$ cat src/rtl/cgra_apb_master.sv
// APB3 initiator: converts single-beat valid/ready commands into SETUP/ACCESS
// transfers, with misaligned-address rejection and an optional wait-state timeout.
//
// state  | meaning
// IDLE   | waiting for a command; cmd_ready high
// SETUP  | psel=1, penable=0 for exactly one cycle
// ACCESS | psel=1, penable=1 until pready or timeout
// RESP   | response held on rsp_* until rsp_ready
module cgra_apb_master #(
    parameter int ADDR_WIDTH     = 32,
    parameter int DATA_WIDTH     = 32,
    parameter int TIMEOUT_CYCLES = 255
) (
    input  logic                  clk,
    input  logic                  rst,
    input  logic                  cmd_valid,
    output logic                  cmd_ready,
    input  logic                  cmd_write,
    input  logic [ADDR_WIDTH-1:0] cmd_addr,
    input  logic [DATA_WIDTH-1:0] cmd_wdata,
    output logic                  rsp_valid,
    input  logic                  rsp_ready,
    output logic [DATA_WIDTH-1:0] rsp_rdata,
    output logic                  rsp_err,
    output logic                  psel,
    output logic                  penable,
    output logic                  pwrite,
    output logic [ADDR_WIDTH-1:0] paddr,
    output logic [DATA_WIDTH-1:0] pwdata,
    input  logic [DATA_WIDTH-1:0] prdata,
    input  logic                  pready,
    input  logic                  pslverr,
    output logic                  busy,
    output logic                  timeout_flag
);

    // A zero timeout still needs a legal (1-bit) counter even though it is never compared.
    localparam int CNT_W = (TIMEOUT_CYCLES > 0) ? $clog2(TIMEOUT_CYCLES + 1) : 1;
    localparam logic [CNT_W-1:0]      CNT_MAX       = '1;
    localparam logic [CNT_W-1:0]      CNT_LIMIT     = CNT_W'(TIMEOUT_CYCLES);
    localparam logic [DATA_WIDTH-1:0] TIMEOUT_RDATA = DATA_WIDTH'(32'hDEAD_BEEF);

    typedef enum logic [1:0] {
        S_IDLE   = 2'd0,
        S_SETUP  = 2'd1,
        S_ACCESS = 2'd2,
        S_RESP   = 2'd3
    } state_e;

    state_e                state_q, state_d;
    logic [CNT_W-1:0]      wait_cnt_q, wait_cnt_d;
    logic                  psel_q, psel_d;
    logic                  penable_q, penable_d;
    logic                  pwrite_q, pwrite_d;
    logic [ADDR_WIDTH-1:0] paddr_q, paddr_d;
    logic [DATA_WIDTH-1:0] pwdata_q, pwdata_d;
    logic                  rsp_valid_q, rsp_valid_d;
    logic [DATA_WIDTH-1:0] rsp_rdata_q, rsp_rdata_d;
    logic                  rsp_err_q, rsp_err_d;
    logic                  timeout_flag_q, timeout_flag_d;

    always_ff @(posedge clk) begin
        if (rst) begin
            state_q        <= S_IDLE;
            wait_cnt_q     <= '0;
            psel_q         <= 1'b0;
            penable_q      <= 1'b0;
            pwrite_q       <= 1'b0;
            paddr_q        <= '0;
            pwdata_q       <= '0;
            rsp_valid_q    <= 1'b0;
            rsp_rdata_q    <= '0;
            rsp_err_q      <= 1'b0;
            timeout_flag_q <= 1'b0;
        end else begin
            state_q        <= state_d;
            wait_cnt_q     <= wait_cnt_d;
            psel_q         <= psel_d;
            penable_q      <= penable_d;
            pwrite_q       <= pwrite_d;
            paddr_q        <= paddr_d;
            pwdata_q       <= pwdata_d;
            rsp_valid_q    <= rsp_valid_d;
            rsp_rdata_q    <= rsp_rdata_d;
            rsp_err_q      <= rsp_err_d;
            timeout_flag_q <= timeout_flag_d;
        end
    end

    always_comb begin
        state_d        = state_q;
        wait_cnt_d     = wait_cnt_q;
        psel_d         = psel_q;
        penable_d      = penable_q;
        pwrite_d       = pwrite_q;
        paddr_d        = paddr_q;
        pwdata_d       = pwdata_q;
        rsp_valid_d    = rsp_valid_q;
        rsp_rdata_d    = rsp_rdata_q;
        rsp_err_d      = rsp_err_q;
        timeout_flag_d = timeout_flag_q;

        case (state_q)
            S_IDLE: begin
                if (cmd_valid) begin
                    pwrite_d       = cmd_write;
                    paddr_d        = cmd_addr;
                    pwdata_d       = cmd_wdata;
                    timeout_flag_d = 1'b0;
                    if (cmd_addr[1:0] != 2'b00) begin
                        // Misaligned: answer with an error and never touch the bus.
                        state_d     = S_RESP;
                        rsp_valid_d = 1'b1;
                        rsp_err_d   = 1'b1;
                        rsp_rdata_d = '0;
                    end else begin
                        state_d   = S_SETUP;
                        psel_d    = 1'b1;
                        penable_d = 1'b0;
                    end
                end
            end

            S_SETUP: begin
                state_d    = S_ACCESS;
                penable_d  = 1'b1;
                wait_cnt_d = '0;
            end

            S_ACCESS: begin
                if (pready) begin
                    state_d     = S_RESP;
                    psel_d      = 1'b0;
                    penable_d   = 1'b0;
                    rsp_valid_d = 1'b1;
                    rsp_rdata_d = pwrite_q ? '0 : prdata;
                    rsp_err_d   = pslverr;
                end else begin
                    if (wait_cnt_q != CNT_MAX) begin
                        wait_cnt_d = wait_cnt_q + CNT_W'(1);
                    end
                    // Abort on the wait cycle that brings the count to the limit.
                    if ((TIMEOUT_CYCLES != 0) && (wait_cnt_d == CNT_LIMIT)) begin
                        state_d        = S_RESP;
                        psel_d         = 1'b0;
                        penable_d      = 1'b0;
                        rsp_valid_d    = 1'b1;
                        rsp_rdata_d    = TIMEOUT_RDATA;
                        rsp_err_d      = 1'b1;
                        timeout_flag_d = 1'b1;
                    end
                end
            end

            S_RESP: begin
                if (rsp_ready) begin
                    state_d     = S_IDLE;
                    rsp_valid_d = 1'b0;
                end
            end

            default: begin
                state_d = S_IDLE;
            end
        endcase
    end

    assign cmd_ready    = (state_q == S_IDLE);
    assign busy         = (state_q != S_IDLE);
    assign psel         = psel_q;
    assign penable      = penable_q;
    assign pwrite       = pwrite_q;
    assign paddr        = paddr_q;
    assign pwdata       = pwdata_q;
    assign rsp_valid    = rsp_valid_q;
    assign rsp_rdata    = rsp_rdata_q;
    assign rsp_err      = rsp_err_q;
    assign timeout_flag = timeout_flag_q;

endmodule

$ cat config.mk
export PLATFORM = sky130hd
export DESIGN_NAME = cgra_apb_master
export DESIGN_NICKNAME = d
export VERILOG_FILES = /design/src/rtl/cgra_apb_master.sv
export SDC_FILE = /design/constraint.sdc
export NUM_CORES = 1
export LEC_CHECK = 0
export ABC_AREA = 0
export BUFFER_PORTS_ARGS = -buffer_cell sky130_fd_sc_hd__buf_2
export CAP_MARGIN = 20
export CORE_ASPECT_RATIO = 2
export CORE_UTILIZATION = 25
export DETAILED_ROUTE_END_ITERATION = 8
export PLACE_DENSITY = 0.46
export SLEW_MARGIN = 20
export SYNTH_ARGS = -nofsm -noshare
export SYNTH_HDL_FRONTEND = slang
export SYNTH_SLANG_ARGS = --single-unit
$ cat constraint.sdc
create_clock -name clk -period 2.3 [get_ports clk]
set_clock_uncertainty 0.2 [all_clocks]
set_input_delay 0.115 -clock clk [delete_from_list [all_inputs] [get_ports clk]]
set_output_delay 0.115 -clock clk [all_outputs]
set_load 0.005 [all_outputs]
==> results of run 1 <==
==> routing by layer <==
layer / global-route usage, % / vias to the layer above
li1: - / 2686
met1: 18.4 / 2485
met2: 32.6 / 160
met3: 3.79 / 33
met4: 9.37 / 0
met5: 0 / -
==> cells by family (layout without fill, tap and decap cells) <==
group                    after synthesis  after routing  share of synthesized area [%]
AND/OR/NAND/NOR                      215            216                           21.4
AO/OA/AOI/OAI                        193            193                           22.4
flip-flops                           112            112                           47.1
buffers and inverters                 82            392                           7.02
adder cells (fa/ha/maj)                6              6                           1.58
XOR/XNOR                               1              1                          0.184
multiplexers                           1              1                          0.316
==> flip-flops by register name (all words and copies together) (netlist names) <==
register	flops
paddr	32
pwdata	32
rsp_rdata	32
wait_cnt_q	8
state_q	2
penable	1
psel	1
pwrite	1
rsp_err	1
rsp_valid	1
timeout_flag	1
==> stage by stage <==
step                util [%]  cell area [µm²]  hold WS, ns  instances  setup TNS (ns)
floorplan                  -             4770       0.0476        610         -0.0755
global placement        33.2             6230        0.156       1055          -0.255
detailed placement      33.2             6230        0.161       1055          -0.888
CTS                     40.6             7600       0.0237       1174          -0.108
global route            41.0             7690       0.0760       1176           -1.80
finish                  41.0             7690       0.0445       1176         -0.0717
==> power by group <==
part	internal [µW]	switching (µW)
Combinational	1010	1370
Sequential	2220	145
Clock	858	792
==> worst max-delay path, delay by kind of cell (launching register included) <==
kind	cells	cell delay, ns
compound gates	4	0.54
simple gates	2	0.76
buf+inv	1	0.17
fa+ha+maj	1	0.26
flops	1	0.34
==> worst max-delay path by stage <==
stage	start	slack, ns	cells after the start	to
finish	wait_cnt_q[0]	-0.03	8	state_q[1]
CTS	wait_cnt_q[0]	-0.03	8	state_q[1]
detailed placement	wait_cnt_q[0]	-0.11	8	state_q[1]
global route	wait_cnt_q[0]	-0.09	8	state_q[1]
global placement	wait_cnt_q[0]	-0.08	8	state_q[1]
floorplan	wait_cnt_q[0]	-0.05	8	state_q[1]
==> cell type report <==
type | instances | area, µm²
Timing Repair Buffer | 344 | 2410
Clock buffer | 9 | 225
Multi-Input combinational cell | 417 | 2290
Fill cell | 1944 | 11100
Inverter | 32 | 120
Clock inverter | 7 | 81.3
Sequential cell | 112 | 2240
Tap cell | 255 | 319
==> layout by cell type (no fill, tap or decap), types with 3 or more instances in the layout <==
cell / n
a21oi_1: 94
a21oi_2: 5
buf_12: 4
buf_2: 205
buf_4: 30
buf_6: 3
clkbuf_16: 9
clkinvlp_4: 3
dfxtp_1: 110
dlygate4sd3_1: 100
ha_1: 5
inv_1: 30
nand2_1: 148
nand3_1: 3
nand4b_1: 24
nor2_1: 16
nor3_1: 6
o211ai_1: 8
o21ai_0: 33
o21ai_1: 24
o21ai_2: 7
or2_4: 3
==> what timing repair did <==
| action | CTS | global route |
|---|---|---|
| setup endpoints to repair | 35 | 40 |
| hold endpoints to repair | 102 | 0 |
| cloned | 2 | 1 |
| pin swaps | 16 | 17 |
| resized for setup | 16 | 31 |
| buffers inserted | 1 | 1 |
| hold buffers | 100 | 0 |
==> impl_metrics.env, run 1 <==
export IMPL_status="complete, but fails checks"
export IMPL_violations="negative setup slack"
export IMPL_rsz0062_at_grt="true"
export IMPL_critPathLaunchType="flop"
export IMPL_postSynthAreaPerCell_um2=7.80
export IMPL_clk_pin_slew_ns=0.08
export IMPL_antenna_found_initial=0
export IMPL_die_x_um=99.5
export IMPL_worst_endpoint_arrival_ns=2.41
export IMPL_reg2reg_depth=8
export IMPL_holdPathStages=2
export IMPL_drt_pass1_iterations=4
export IMPL_reg2reg_slack_ns=-0.03
export IMPL_period_needed_ns=2.33
export IMPL_ys_flop_type="dfxtp_1"
export IMPL_ant_nets=0
export IMPL_synth_seq_area_share_pct=47.1
export IMPL_route_met3_wl_um=744
export IMPL_timing_rr_end="state_q[1]"
export IMPL_viasPerCell=4.56
export IMPL_drive_gt1_share_pct=31.8
export IMPL_power_per_cell_area_mw_per_mm2=831
export IMPL_synthTopCellsByCount="149 x nand2_1, 112 x dfxtp_1, 100 x a21oi_1, 54 x o21ai_0, 40 x clkbuf_1"
export IMPL_rr_startpoint="wait_cnt_q[0]"
export IMPL_cts_tree="built"
export IMPL_wl_per_cell_um=14.8
export IMPL_final_nets=1025
export IMPL_wl_met1_mm=6.73
export IMPL_drv_cap=0
export IMPL_clock_path_buffers=2
export IMPL_wl_mm=17.4
export IMPL_ys_types=50
export IMPL_worstPathCellList="ha_4, or3b_1, a21oi_1, o21a_1, a41oi_2, buf_6, or4_4, o31ai_4"
export IMPL_die_h_um=197
export IMPL_clk_latency_ns=0.36
export IMPL_total_power_uw=6400
export IMPL_gp_congestion=0.776
export IMPL_setup_viol=4
export IMPL_syn_cell_area_mm2=0.00476
export IMPL_slew_headroom_pct=59.1
export IMPL_ios=207
export IMPL_max_freq_ghz=0.429
export IMPL_port_buffers=206
export IMPL_final_setup_worst_slack_ns=-0.0324
export IMPL_slowest_delay_ns=0.43
export IMPL_area_delta_synth_final_pct=61.7
export IMPL_crit_required_ns=2.38
export IMPL_crit_slowest_cell="or4_4"
export IMPL_crit_type="reg -> reg"
export IMPL_worst_slew_pin_slew_ns=0.613
export IMPL_drc=0
export IMPL_synthTopCellsByArea="dfxtp_1 47%, nand2_1 12%, a21oi_1 11%"
export IMPL_overflow=0
export IMPL_num_rows=71
export IMPL_grt_pass1_vias=5275
export IMPL_diodes=0
export IMPL_numCtsBuffers=9
export IMPL_syn_instance_count=610
export IMPL_hold_viol_final=0
export IMPL_path_max_fanout=5
export IMPL_start_util_pct=25.4
export IMPL_dr_max_layer_used="met4"
export IMPL_hold_path_endpoint="wait_cnt_q[1]"
export IMPL_grt_start_max_net_pins=58
export IMPL_drt_iter0_drc=190
export IMPL_design_core_area_mm2=0.0187
export IMPL_yosysWarnings=0
export IMPL_vias=5364
export IMPL_cts_sinks=112
export IMPL_grt_pass1_wl_mm=26.9
export IMPL_clock_root_buffer="clkbuf_16"
export IMPL_hold_path_class="in -> reg"
export IMPL_hpwl_mm=11.6
export IMPL_syn_num_nets=719
export IMPL_synth_largest_area_cell="dfxtp_1"
export IMPL_post_synth_top_area_fraction_pct=47.1
export IMPL_drv_slew=0
export IMPL_yosysMostFrequentCell="nand2_1"
export IMPL_period_share_pct=101
export IMPL_p_leak_uw=0.00335
export IMPL_die_area_mm2=0.0196
export IMPL_synth_edf_count=0
export IMPL_synthArstFlopShare_pct=0
export IMPL_hold_path_startpoint="rst"
export IMPL_grtUsageTotal_pct=17.7
export IMPL_peakVddDrop_v=0.000524
export IMPL_ys_ff_latch=112
export IMPL_dp_slack_ns=-0.112
export IMPL_h_tree_depth=3
export IMPL_wl_met2_mm=9.27
export IMPL_cp_end_kind="flop"
Power figures use the tool's default switching activity.
==> run 2, diff against run 1 <==
--- a/config.mk
+++ b/config.mk
@@ -11,7 +11,6 @@
 export CORE_ASPECT_RATIO = 2
 export CORE_UTILIZATION = 25
 export DETAILED_ROUTE_END_ITERATION = 8
-export PLACE_DENSITY = 0.46
 export SLEW_MARGIN = 20
 export SYNTH_ARGS = -nofsm -noshare
 export SYNTH_HDL_FRONTEND = slang
==> run 2 against run 1 <==
  * Fmax shrank 1.3%
  * Critical path depth increased by 1
  * Largest cell class unchanged
  * The flow still finishes with violations (negative setup slack)
  * Utilization hardly changed
  * Worst setup slack lost 0.032 ns
  * First-iteration DRC count increased by 11%
  * Global-route usage down 0.82 points
  * Power down 0.94%
  * Critical path type unchanged
==> impl_metrics.env, run 2 (synthesis gave the netlist of run 1 again) <==
export IMPL_p_leak_uw=0.00337
export IMPL_drv_cap=0
export IMPL_worst_slew_pin_slew_ns=0.717
export IMPL_dp_cells=1055
export IMPL_wl_per_cell_um=14.4
export IMPL_die_area_mm2=0.0196
export IMPL_p_seq_share_pct=37.6
export IMPL_grt_start_max_net_pins=67
export IMPL_port_buffers=206
export IMPL_drive_gt1_share_pct=31.5
export IMPL_worst_endpoint_arrival_ns=2.37
export IMPL_power_per_cell_area_mw_per_mm2=823
export IMPL_drv_slew=0
export IMPL_clock_root_buffer="clkbuf_16"
export IMPL_final_setup_worst_slack_ns=-0.0643
export IMPL_numCtsBuffers=9
export IMPL_wl_mm=16.9
export IMPL_max_freq_ghz=0.423
export IMPL_ios=207
export IMPL_cts_sinks=112
export IMPL_gp_congestion=0.865
export IMPL_hold_path_class="in -> reg"
export IMPL_rsz0062_at_grt="true"
export IMPL_setup_tns_ns=-1.07
export IMPL_hpwl_mm=11.2
export IMPL_die_h_um=197
export IMPL_clk_pin_slew_ns=0.08
export IMPL_switching_share_pct=35.4
export IMPL_hold_viol_final=0
export IMPL_use_met3_pct=2.65
export IMPL_status="complete, but fails checks"
export IMPL_die_x_um=99.5
export IMPL_viasPerCell=4.63
export IMPL_violations="negative setup slack"
export IMPL_drc=0
export IMPL_critPathLaunchType="flop"
export IMPL_drt_iter0_drc=211
export IMPL_clock_path_buffers=2
export IMPL_power_switching_uw=2240
export IMPL_n_fill_cell=1902
export IMPL_slew_headroom_pct=52.2
export IMPL_path_max_fanout=19
export IMPL_met2_usage_pct=31.4
export IMPL_ant_nets=0
export IMPL_dp_slack_ns=-0.105
export IMPL_final_nets=1028
export IMPL_vias=5455
export IMPL_grtUsageTotal_pct=16.9
export IMPL_grt_pass1_vias=5378
export IMPL_area_delta_synth_final_pct=61.8
export IMPL_cp_end_kind="flop"
export IMPL_antenna_found_initial=0
export IMPL_final_util_pct=41.1
export IMPL_grt_pass1_wl_mm=26.1
export IMPL_p_int_uw=4100
export IMPL_final_common_cell="buf_2"
export IMPL_start_util_pct=25.4
export IMPL_total_power_uw=6340
export IMPL_drt_pass1_iterations=4
export IMPL_cts_tree="built"
export IMPL_p_clk_share_pct=25.7
export IMPL_crit_required_ns=2.31
export IMPL_clk_latency_ns=0.34
export IMPL_h_tree_depth=3
export IMPL_mostFrequentLayoutCells="205 x buf_2, 148 x nand2_1, 110 x dfxtp_1"
export IMPL_num_rows=71
export IMPL_design_core_area_mm2=0.0187
export IMPL_crit_type="reg -> reg"
export IMPL_fin_cells=1179
export IMPL_top_usage_layer="met2"
export IMPL_gr_usage_met1_pct=17.5
export IMPL_diodes=0
export IMPL_period_needed_ns=2.36
export IMPL_setup_viol=33
export IMPL_overflow=0
export IMPL_peakVddDrop_v=0.000395
export IMPL_period_share_pct=103
export IMPL_combPwrFrac_pct=36.7
run 2: cell count changes in the layout (fill, tap and decap cells not counted), sizes merged:
cell,previous run,this run
or2,3,2
clkinvlp,3,1
clkbuf,9,12
buf,244,247
run 2: final cells by class:
cell class / count / area (µm²) / share of cell area, %
clock buffers: 11 / 243 / 3.15
clock inverters: 5 / 63.8 / 0.829
well taps: 255 / 319 / 4.15
inverters: 32 / 120 / 1.56
multi-input cells: 416 / 2270 / 29.6
flip-flops and latches: 112 / 2240 / 29.2
repair buffers: 348 / 2430 / 31.6
run 2: through the flow:
| step | hold WS (ns) | area [µm²] |
|---|---|---|
| finish | 0.0734 | 7700 |
| global route | 0.0841 | 7700 |
| CTS | -0.0543 | 7600 |
| detailed placement | 0.161 | 6220 |
| global placement | 0.155 | 6220 |
| floorplan | 0.0476 | 4770 |
run 2: worst max-delay path, cell delays in order (launching register included):
cell and delay (ns):
dfxtp_2 0.34, ha_4 0.26, or3b_1 0.35, a21oi_2 0.13, o21a_1 0.17, a41oi_2 0.15, buf_6 0.17, buf_4 0.20
o21ai_0 0.18, a21oi_1 0.08
run 2: timing repair:
item	4_1_cts	5_1_grt
setup buffers	2	4
gates resized for setup	21	19
endpoints found under the setup margin	36	38
hold endpoints to repair	100	14
pin swaps	19	24
cloned	1	2
hold buffers	99	1
run 2: final timing paths:
path                                    start            end  slack, ns  cells past startpoint
worst min register to register      pwdata[7]      pwdata[7]       0.25                      2
worst min-delay path                   pready   rsp_rdata[1]       0.07                      4
worst max register to register  wait_cnt_q[0]  rsp_rdata[11]      -0.06                      9
worst max-delay path            wait_cnt_q[0]  rsp_rdata[11]      -0.06                      9
run 2: routing by layer:
| layer | routed length (µm) | up-vias |
|---|---|---|
| met4 | 785 | 0 |
| li1 | - | 2690 |
| met2 | 9130 | 178 |
| met1 | 6320 | 2537 |
| met5 | 0 | - |
| met3 | 704 | 50 |
run 2: power by group through the flow:
stage	clock network [µW]	registers (µW)	logic [µW]
after global routing	1760	2420	2540
after floorplan	0	2440	1140
after detailed placement	0	2420	2050
final	1630	2380	2320
after CTS	1690	2380	2270
after global placement	0	2410	2030
==> run 3, diff against run 2 <==
--- a/config.mk
+++ b/config.mk
@@ -9,8 +9,10 @@
 export BUFFER_PORTS_ARGS = -buffer_cell sky130_fd_sc_hd__buf_2
 export CAP_MARGIN = 20
 export CORE_ASPECT_RATIO = 2
-export CORE_UTILIZATION = 25
+export CORE_UTILIZATION = 40
+export CTS_BUF_LIST = sky130_fd_sc_hd__clkbuf_4 sky130_fd_sc_hd__clkbuf_8 sky130_fd_sc_hd__clkbuf_16
 export DETAILED_ROUTE_END_ITERATION = 8
+export PLACE_DENSITY = 0.72
 export SLEW_MARGIN = 20
 export SYNTH_ARGS = -nofsm -noshare
 export SYNTH_HDL_FRONTEND = slang
==> run 3 against run 2 <==
  * The run still ends with negative setup slack left
  * First-iteration DRC count rose by 85%
  * Highest routed layer unchanged
  * Fmax fell by 1.5%
  * Sequential power barely moved
  * Cell count fell by 9.4%
  * Routed wire length barely moved
==> impl_metrics.env, run 3 (synthesis gave the netlist of run 1 again) <==
export IMPL_timing_rr_end="rsp_rdata[0]"
export IMPL_hold_path_class="in -> reg"
export IMPL_wl_per_cell_um=15.9
export IMPL_period_share_pct=104
export IMPL_drc=0
export IMPL_period_needed_ns=2.40
export IMPL_peakVddDrop_v=0.000549
export IMPL_crit_required_ns=2.38
export IMPL_final_common_cell="buf_2"
export IMPL_setup_viol=30
export IMPL_max_freq_ghz=0.417
export IMPL_drt_iter0_drc=391
export IMPL_slew_headroom_pct=65.7
export IMPL_crit_end="rsp_rdata[0]"
export IMPL_grt_start_max_net_pins=67
export IMPL_clk_pin_slew_ns=0.08
export IMPL_viasPerCell=5.20
export IMPL_cp_depth=9
export IMPL_status="complete, but fails checks"
export IMPL_design_core_area_mm2=0.0116
export IMPL_wl_mm=16.9
export IMPL_start_util_pct=40.9
export IMPL_grt_pass1_wl_mm=25.2
export IMPL_clock_root_buffer="clkbuf_16"
export IMPL_hpwl_mm=10.3
export IMPL_path_max_fanout=18
export IMPL_final_setup_worst_slack_ns=-0.101
export IMPL_power_per_cell_area_mw_per_mm2=822
export IMPL_num_rows=56
export IMPL_critPathLaunchType="flop"
export IMPL_cp_end_kind="flop"
export IMPL_critPathBufInv=2
export IMPL_worst_slew_pin_slew_ns=0.514
export IMPL_area_delta_synth_final_pct=58.5
export IMPL_rsz0062_at_grt="true"
export IMPL_numCtsBuffers=9
export IMPL_worst_endpoint_arrival_ns=2.48
export IMPL_grtUsageTotal_pct=26.1
export IMPL_violations="negative setup slack"
export IMPL_diodes=0
export IMPL_clk_latency_ns=0.35
export IMPL_overflow=0
export IMPL_die_h_um=156
export IMPL_cts_sinks=112
export IMPL_crit_slowest_cell="or3b_1"
export IMPL_mostFrequentLayoutCells="205 x buf_2, 148 x nand2_1, 110 x dfxtp_1"
export IMPL_h_tree_depth=3
export IMPL_vias=5550
export IMPL_startpoint="wait_cnt_q[0]"
export IMPL_reg2reg_slack_ns=-0.10
export IMPL_n_fill_cell=982
export IMPL_worstPathCellList="ha_4, or3b_1, a21oi_2, o21a_2, buf_6, a41o_4, buf_12, nand4b_1, a21oi_1"
export IMPL_clock_path_buffers=2
export IMPL_setup_tns_ns=-1.61
export IMPL_reg2reg_depth=9
export IMPL_ant_nets=0
export IMPL_port_buffers=206
export IMPL_drive_gt1_share_pct=31.3
export IMPL_die_area_mm2=0.0124
export IMPL_p_leak_uw=0.00336
export IMPL_rr_startpoint="wait_cnt_q[0]"
export IMPL_drv_cap=0
export IMPL_crit_type="reg -> reg"
export IMPL_grt_pass1_vias=5207
export IMPL_hold_viol_final=0
export IMPL_drv_slew=0
export IMPL_cts_tree="built"
export IMPL_drt_pass1_iterations=6
export IMPL_total_power_uw=6200
export IMPL_antenna_found_initial=0
export IMPL_gp_congestion=0.978
export IMPL_final_nets=1027
export IMPL_crit_family="compound AO/OA/AOI/OAI gates"
export IMPL_die_x_um=79.1
export IMPL_slowest_delay_ns=0.37
export IMPL_ios=207
==> run 3: cell types whose count changed in the layout (fill, tap and decap cells not counted), sizes merged <==
| cell | delta |
|---|---|
| dlygate4sd3 | -3 |
| bufinv | -1 |
| or2 | +1 |
| clkinv | +2 |
| a41oi | +1 |
| clkbuf | -2 |
| buf | +1 |
==> run 3: metrics by stage <==
step,hold slack [ns],std cells,util [%],worst slack [ns],area [µm²]
6_report,0.0236,1068,64.8,-0.101,7540
5_1_grt,0.0377,1068,64.8,-0.172,7540
4_1_cts,0.0188,1064,64.0,-0.0299,7440
3_5_place_dp,0.160,949,52.8,-0.102,6140
3_3_place_gp,0.155,949,52.8,-0.0629,6140
2_1_floorplan,0.0476,610,-,-0.0463,4770
==> run 3: where the power goes <==
group	internal [µW]	switching, µW
Sequential	2230	151
Combinational	1000	1300
Clock	764	756
Total	3990	2210
==> run 3: per-layer routing <==
layer,vias up,track usage (%),wire length [µm]
met5,-,0,0
met4,0,15.5,886
met3,62,5.13,787
met2,227,47.1,9120
met1,2573,27.1,6130
li1,2688,-,-
==> run 3: cell type report <==
cell class / instances / area, µm² / area share [%]
Clock buffer: 10 / 233 / 3.09
Clock inverter: 6 / 53.8 / 0.713
Timing Repair Buffer: 345 / 2420 / 32.2
Inverter: 32 / 120 / 1.59
Tap cell: 145 / 181 / 2.41
Multi-Input combinational cell: 418 / 2280 / 30.3
Sequential cell: 112 / 2240 / 29.8
==> run 3: timing repair <==
item                                    in CTS  in global routing
pin swaps                                   25                 11
endpoints found under the setup margin      36                 38
hold buffers                                97                  0
resized for setup                            7                 21
gates cloned                                 1                  3
buffers inserted                             1                  1
endpoints found under the hold margin       97                  0
==> run 3: worst min-delay path by stage <==
stage / startpoint / end / slack, ns / depth (start not counted)
after global placement: cmd_wdata[15] / pwdata[15] / 0.15 / 3
after CTS: pready / rsp_rdata[1] / 0.02 / 4
after floorplan: prdata[14] / rsp_rdata[14] / 0.05 / 2
final: rst / penable / 0.02 / 2
after detailed placement: prdata[20] / rsp_rdata[20] / 0.16 / 3
after global routing: rst / penable / 0.04 / 2
==> run 3: worst register-to-register path, cell delays in order (launching register included) <==
cell and delay [ns]:
dfxtp_2 0.34, ha_4 0.27, or3b_1 0.37, a21oi_2 0.13
o21a_2 0.23, buf_6 0.12, a41o_4 0.25, buf_12 0.15
nand4b_1 0.11, a21oi_1 0.16
